## config.mk

```make
export PLATFORM = sky130hd
export DESIGN_NAME = operand_sequencer
export DESIGN_NICKNAME = d
export VERILOG_FILES = /design/src/rtl/operand_sequencer.sv
export SDC_FILE = /design/constraint.sdc
export NUM_CORES = 1
export LEC_CHECK = 0
export ABC_AREA = 0
export CORE_UTILIZATION = 45
export CTS_BUF_LIST = sky130_fd_sc_hd__clkbuf_4 sky130_fd_sc_hd__clkbuf_8 sky130_fd_sc_hd__clkbuf_16
export DETAILED_ROUTE_END_ITERATION = 10
export PLACE_DENSITY_LB_ADDON = 0.15
export SYNTH_ARGS = -nofsm -noshare
export SYNTH_HDL_FRONTEND = slang
export SYNTH_SLANG_ARGS = --single-unit
```

## constraint.sdc

```tcl
create_clock -name Clock -period 6.05 [get_ports Clock]
set_input_delay 0.9075 -clock Clock [delete_from_list [all_inputs] [get_ports Clock]]
set_output_delay 0.9075 -clock Clock [all_outputs]
set_load 0.03 [all_outputs]
```

## src/rtl/operand_sequencer.sv

```systemverilog
// operand_sequencer
//  Collects decoded key events from input_control (KeyRdy/KeyRd handshake)
//  into signed decimal operands, an operator and an equals request for the
//  downstream ALU. Holds the value to display (entry or last result) and
//  supports chaining further operations onto a result.
//
// Ports
//  Clock, Reset             system clock, synchronous active-high reset
//  KeyRdy / KeyRd           key event pending / one-cycle consume pulse
//  Number, Operator,        event payload: digit, operator code, equals key
//  EqualSign
//  CalcReq / CalcAck        calculation request held until ALU acknowledges
//  ResultIn, ResultOvf      ALU result and overflow, valid with CalcAck
//  OperandA, OperandB,      operands and latched operator for the ALU
//  OpCode
//  DisplayValue             current entry or last result
//  EntryErr, ResultErr      digit rejected by limit / captured ALU overflow
//
// state   | meaning
// ENTER_A | editing left operand
// ENTER_B | operator latched, editing right operand
// CALC    | request outstanding, waiting for CalcAck; keys held off
// SHOW    | result in OperandA displayed, ready to chain or start over

module operand_sequencer #(
   parameter int WIDTH   = 16,
   parameter int MAX_MAG = 2**(WIDTH-1)-1
) (
   input  logic             Clock,
   input  logic             Reset,
   input  logic             KeyRdy,
   output logic             KeyRd,
   input  logic [3:0]       Number,
   input  logic [2:0]       Operator,
   input  logic             EqualSign,
   output logic             CalcReq,
   input  logic             CalcAck,
   input  logic [WIDTH-1:0] ResultIn,
   input  logic             ResultOvf,
   output logic [WIDTH-1:0] OperandA,
   output logic [WIDTH-1:0] OperandB,
   output logic [2:0]       OpCode,
   output logic [WIDTH-1:0] DisplayValue,
   output logic             EntryErr,
   output logic             ResultErr
);

   typedef enum logic [1:0] {ENTER_A, ENTER_B, CALC, SHOW} state_t;

   localparam logic [2:0] OP_SIGN = 3'b001;
   localparam logic [2:0] OP_ADD  = 3'b010;
   localparam logic [2:0] OP_SUB  = 3'b011;
   localparam logic [2:0] OP_MUL  = 3'b100;
   localparam logic [2:0] OP_CLR  = 3'b110;

   localparam logic [WIDTH+3:0] TEN      = (WIDTH+4)'(10);
   localparam logic [WIDTH+3:0] MAX_EXT  = (WIDTH+4)'(MAX_MAG);
   localparam logic [WIDTH-1:0] MOST_NEG = {1'b1, {(WIDTH-1){1'b0}}};

   state_t           state_q, state_d;
   logic [WIDTH-2:0] mag_q, mag_d;
   logic             neg_q, neg_d;
   logic             armed_q, armed_d;
   logic             keyrd_d, calcreq_d, entry_err_d, result_err_d;
   logic [WIDTH-1:0] opa_d, opb_d, display_d;
   logic [2:0]       opcode_d;

   logic             consume, ev_eq, ev_op, ev_dig, is_arith;
   logic [WIDTH+3:0] digit_sum;

   function automatic logic [WIDTH-1:0] entry_value(input logic [WIDTH-2:0] m, input logic n);
      logic [WIDTH-1:0] e;
      e = {1'b0, m};
      return n ? -e : e;
   endfunction

   // Event class priority: equals, then any operator, then digit.
   assign ev_eq    = EqualSign;
   assign ev_op    = !EqualSign && (Operator != 3'b000);
   assign ev_dig   = !EqualSign && (Operator == 3'b000) && (Number <= 4'd9);
   assign is_arith = (Operator == OP_ADD) || (Operator == OP_SUB) || (Operator == OP_MUL);
   assign consume  = (state_q != CALC) && KeyRdy && armed_q;
   // Wide enough that mag*10+9 can never wrap before the limit compare.
   assign digit_sum = (WIDTH+4)'(mag_q) * TEN + (WIDTH+4)'(Number);

   always_comb begin
      state_d      = state_q;
      mag_d        = mag_q;
      neg_d        = neg_q;
      armed_d      = armed_q;
      keyrd_d      = 1'b0;
      calcreq_d    = CalcReq;
      opa_d        = OperandA;
      opb_d        = OperandB;
      opcode_d     = OpCode;
      entry_err_d  = EntryErr;
      result_err_d = ResultErr;

      if (!KeyRdy)
         armed_d = 1'b1;

      if (consume) begin
         armed_d = 1'b0;
         keyrd_d = 1'b1;
         if (ev_op && (Operator == OP_CLR)) begin
            state_d      = ENTER_A;
            mag_d        = '0;
            neg_d        = 1'b0;
            calcreq_d    = 1'b0;
            opa_d        = '0;
            opb_d        = '0;
            opcode_d     = 3'b000;
            entry_err_d  = 1'b0;
            result_err_d = 1'b0;
         end else begin
            case (state_q)
               ENTER_A, ENTER_B: begin
                  if (ev_dig) begin
                     if (digit_sum > MAX_EXT)
                        entry_err_d = 1'b1;
                     else
                        mag_d = digit_sum[WIDTH-2:0];
                  end else if (ev_op && (Operator == OP_SIGN)) begin
                     neg_d = !neg_q;
                  end else if (ev_op && is_arith) begin
                     opcode_d = Operator;
                     if (state_q == ENTER_A) begin
                        opa_d       = entry_value(mag_q, neg_q);
                        mag_d       = '0;
                        neg_d       = 1'b0;
                        entry_err_d = 1'b0;
                        state_d     = ENTER_B;
                     end
                  end else if (ev_eq && (state_q == ENTER_B)) begin
                     opb_d     = entry_value(mag_q, neg_q);
                     calcreq_d = 1'b1;
                     state_d   = CALC;
                  end
               end
               SHOW: begin
                  if (ev_dig) begin
                     mag_d        = (WIDTH-1)'(Number);
                     neg_d        = 1'b0;
                     entry_err_d  = 1'b0;
                     result_err_d = 1'b0;
                     state_d      = ENTER_A;
                  end else if (ev_op && (Operator == OP_SIGN)) begin
                     // The most negative value has no positive counterpart.
                     if (OperandA == MOST_NEG)
                        entry_err_d = 1'b1;
                     else
                        opa_d = -OperandA;
                  end else if (ev_op && is_arith) begin
                     opcode_d = Operator;
                     state_d  = ENTER_B;
                  end else if (ev_eq) begin
                     calcreq_d = 1'b1;
                     state_d   = CALC;
                  end
               end
               default: ;
            endcase
         end
      end else if ((state_q == CALC) && CalcAck) begin
         calcreq_d    = 1'b0;
         opa_d        = ResultIn;
         result_err_d = ResultOvf;
         mag_d        = '0;
         neg_d        = 1'b0;
         entry_err_d  = 1'b0;
         state_d      = SHOW;
      end

      display_d = ((state_d == ENTER_A) || (state_d == ENTER_B)) ? entry_value(mag_d, neg_d) : opa_d;
   end

   always_ff @(posedge Clock) begin
      if (Reset) begin
         state_q      <= ENTER_A;
         mag_q        <= '0;
         neg_q        <= 1'b0;
         armed_q      <= 1'b1;
         KeyRd        <= 1'b0;
         CalcReq      <= 1'b0;
         OperandA     <= '0;
         OperandB     <= '0;
         OpCode       <= 3'b000;
         DisplayValue <= '0;
         EntryErr     <= 1'b0;
         ResultErr    <= 1'b0;
      end else begin
         state_q      <= state_d;
         mag_q        <= mag_d;
         neg_q        <= neg_d;
         armed_q      <= armed_d;
         KeyRd        <= keyrd_d;
         CalcReq      <= calcreq_d;
         OperandA     <= opa_d;
         OperandB     <= opb_d;
         OpCode       <= opcode_d;
         DisplayValue <= display_d;
         EntryErr     <= entry_err_d;
         ResultErr    <= result_err_d;
      end
   end

endmodule

```

==> impl_metrics.tcl <==
set metrics [dict create \
    yosys.cell_types.count 85 \
    synth_area_um2 5840 \
    cts_max_level 3 \
    whs_path_depth 2 \
    worst_slew_pin_slew_ns 1.31 \
    finalCritPeriodShare 0.872 \
    slowest_delay_ns 0.67 \
    arrival_ns 5.54 \
    vias 6195 \
    required_ns 6.31 \
    async_reset_ff_frac 0 \
    holdBufCountCts 0 \
    seq_area_frac_synth 0.254 \
    routed_wl_um 20300 \
    routedWlPerCell_um 20.2 \
    tns_ns 0 \
    gr-usage-met3 0.0513 \
    fin_nets 891 \
    cts_sinks 74 \
    finalSetupViolCount 0 \
    place_congestion 0.956 \
    power_leakage_nw 2.74 \
    clk_path_buf_depth 2 \
    avgSynthCellArea_um2 7.67 \
    grt_pass1_vias 5697 \
    drive_gt1_frac 0.0804 \
    yosysWarnings 0 \
    crit_type "flip-flop to flip-flop" \
    insertion_delay_ns 0.34 \
    grt_overflow_total 0 \
    crit_slowest_cell "a21boi_1" \
    finalHoldViolations 0 \
    clk_pin_slew_ns 0.06 \
    postCtsSetupRepairBufs 0 \
    max-cap-violations 0 \
    yosys_register_bits 74 \
    crit_cells 14 \
    slew_viol_final 0 \
    ios 84 \
    drtPass1Iterations 5 \
    p_per_area_nw_per_um2 181 \
    slew-limit-headroom 0.124 \
    syn_inst 762 \
    cts-buffers-inserted 9 \
    area_growth_pct 22.5 \
    hold_path_class "flip-flop to flip-flop" \
    die_w_um 116 \
    die-area_um2 13400 \
    endpoint_kind "flip-flop" \
    num_antenna_cells 0 \
    rsz0062_at_grt "no" \
    post_layout_nonfiller_instances 1005 \
    cts_resized 0 \
    synth_edf_count 0 \
    tritoncts "done" \
    port_buffers 83 \
    crit_chain "ha_1, ha_1, a21o_1, nor4b_1, a2111o_1, nand4_1, nor4b_1, a21boi_1, nor3_1, a311oi_2, and2_1, a41oi_1, xor2_1, a21oi_1" \
    status "completed" \
    grt_max_degree 38 \
    first_iter_violations 588 \
    cts_root_buf "clkbuf_16" \
    clock_skew_ns 0.0104 \
    grtUsageMet2 0.499 \
    post-dp-hpwl_um 15200 \
    layout_min_cycle_time_ns 5.28 \
    critPathTopFamily "compound AO/OA/AOI/OAI gates" \
    die_h_um 116 \
    grt.total_usage 0.304 \
    synth_ff_type "dfxtp_1" \
    grt_pass1_wl_um 31100 \
    rows 41 \
    met1_usage 0.405 \
    peakVddDrop_mv 0.159 \
    core_um2 12600 \
    crit_fanout 9 \
    max_freq_mhz 190 \
    busiest_layer "met2" \
    dp.cells 989 \
    power_mw 1.30 \
    ant_nets 0 \
    antenna_found_initial 0 \
    crit_buf_inv 0 \
    routed_via_density 6.16 \
    start_util 0.463 \
    synth_fp_nets 825 \
    ff2ff_path_depth 14 \
    worstSetupStartpointType "flip-flop" \
    route.detailed.drc 0 \
]
-- area by class of cell --
cell class                      count  area (µm²)
Clock inverter                      5        77.6
Tap cell                          172         215
Fill cell                        1213        5460
Inverter                            6        22.5
Timing Repair Buffer               97         931
Sequential cell                    74        1480
Clock buffer                       11         246
Multi-Input combinational cell    640        4180
-- placed cells by master (no fill, tap or decap), drive strengths merged, types with 7 or more instances in the layout --
cell,instances
nor2,111
a21oi,84
clkdlybuf4s50,82
dfxtp,74
nand2,66
o21ai,53
ha,32
xor2,30
xnor2,24
nor3,20
buf,15
and3,12
nand3,11
clkbuf,11
a31oi,10
o221ai,10
a2bb2oi,10
nor2b,9
and2,8
a21o,7
or3,7
nand2b,7
o31ai,7
a22oi,7
mux2,7
a211oi,7
-- synthesized netlist by cell type, drive strengths merged, types with 11 or more instances --
| cell type | count | share of area |
|---|---|---|
| nor3 | 20 | 0.019 |
| xnor2 | 24 | 0.037 |
| clkbuf | 37 | 0.024 |
| xor2 | 30 | 0.045 |
| and3 | 12 | 0.014 |
| o21ai | 53 | 0.046 |
| dfxtp | 74 | 0.25 |
| nor2 | 111 | 0.071 |
| ha | 32 | 0.069 |
| a21oi | 84 | 0.072 |
| nand2 | 66 | 0.043 |
| nand3 | 11 | 0.0094 |
-- flip-flops by register name (all words and copies together), names as in the netlist --
register and cells:
DisplayValue 16, OperandA 16, OperandB 16, mag_q 15
OpCode 3, state_q 2, CalcReq 1, EntryErr 1
KeyRd 1, ResultErr 1, armed_q 1, neg_q 1
-- worst register-to-register path, stage by stage (launching register included) --
cell,delay [ns]
dfxtp_1,0.58
ha_1,0.32
ha_1,0.39
a21o_1,0.24
nor4b_1,0.36
a2111o_1,0.21
nand4_1,0.29
nor4b_1,0.62
a21boi_1,0.67
nor3_1,0.15
a311oi_2,0.57
and2_1,0.26
a41oi_1,0.15
xor2_1,0.22
a21oi_1,0.16
-- metal layers --
metal  up-vias  wire length, µm
met5         -                0
met4         0              496
met3        45             1340
met2       256             9410
met1      2960             9030
li1       2934                -
-- cells by family after synthesis --
group / Yosys count / synth area share
xor gates and xnor gates: 54 / 0.0822
buffers and inverters: 48 / 0.0313
AOI/OAI and AO/OA: 250 / 0.287
adders and majority gates: 34 / 0.0754
muxes: 13 / 0.0238
DFF: 74 / 0.254
and+or+nand+nor: 289 / 0.247
-- per-stage QoR --
step | worst slack (ns) | hold WS, ns | utilization | instance area, µm²
after CTS | 0.930 | 0.454 | 0.567 | 7160
final | 0.775 | 0.449 | 0.567 | 7160
after global routing | 0.423 | 0.465 | 0.567 | 7160
after detailed placement | 0.957 | 0.446 | 0.541 | 6830
after floorplan | 1.37 | 0.438 | - | 5840
after global placement | 0.970 | 0.444 | 0.541 | 6830
-- power by group --
group / internal [mW] / switching [mW]
logic: 0.0753 / 0.124
registers: 0.496 / 0.0104
clock network: 0.376 / 0.213
-- final timing paths --
path,startpoint,end,slack [ns]
worst max-delay path,mag_q[11],DisplayValue[12],0.77
worst min-delay path,OpCode[1],OpCode[1],0.45
worst max register to register,mag_q[11],DisplayValue[12],0.77
worst min register to register,OpCode[1],OpCode[1],0.45
No activity file was read; power rests on OpenSTA's default activity.
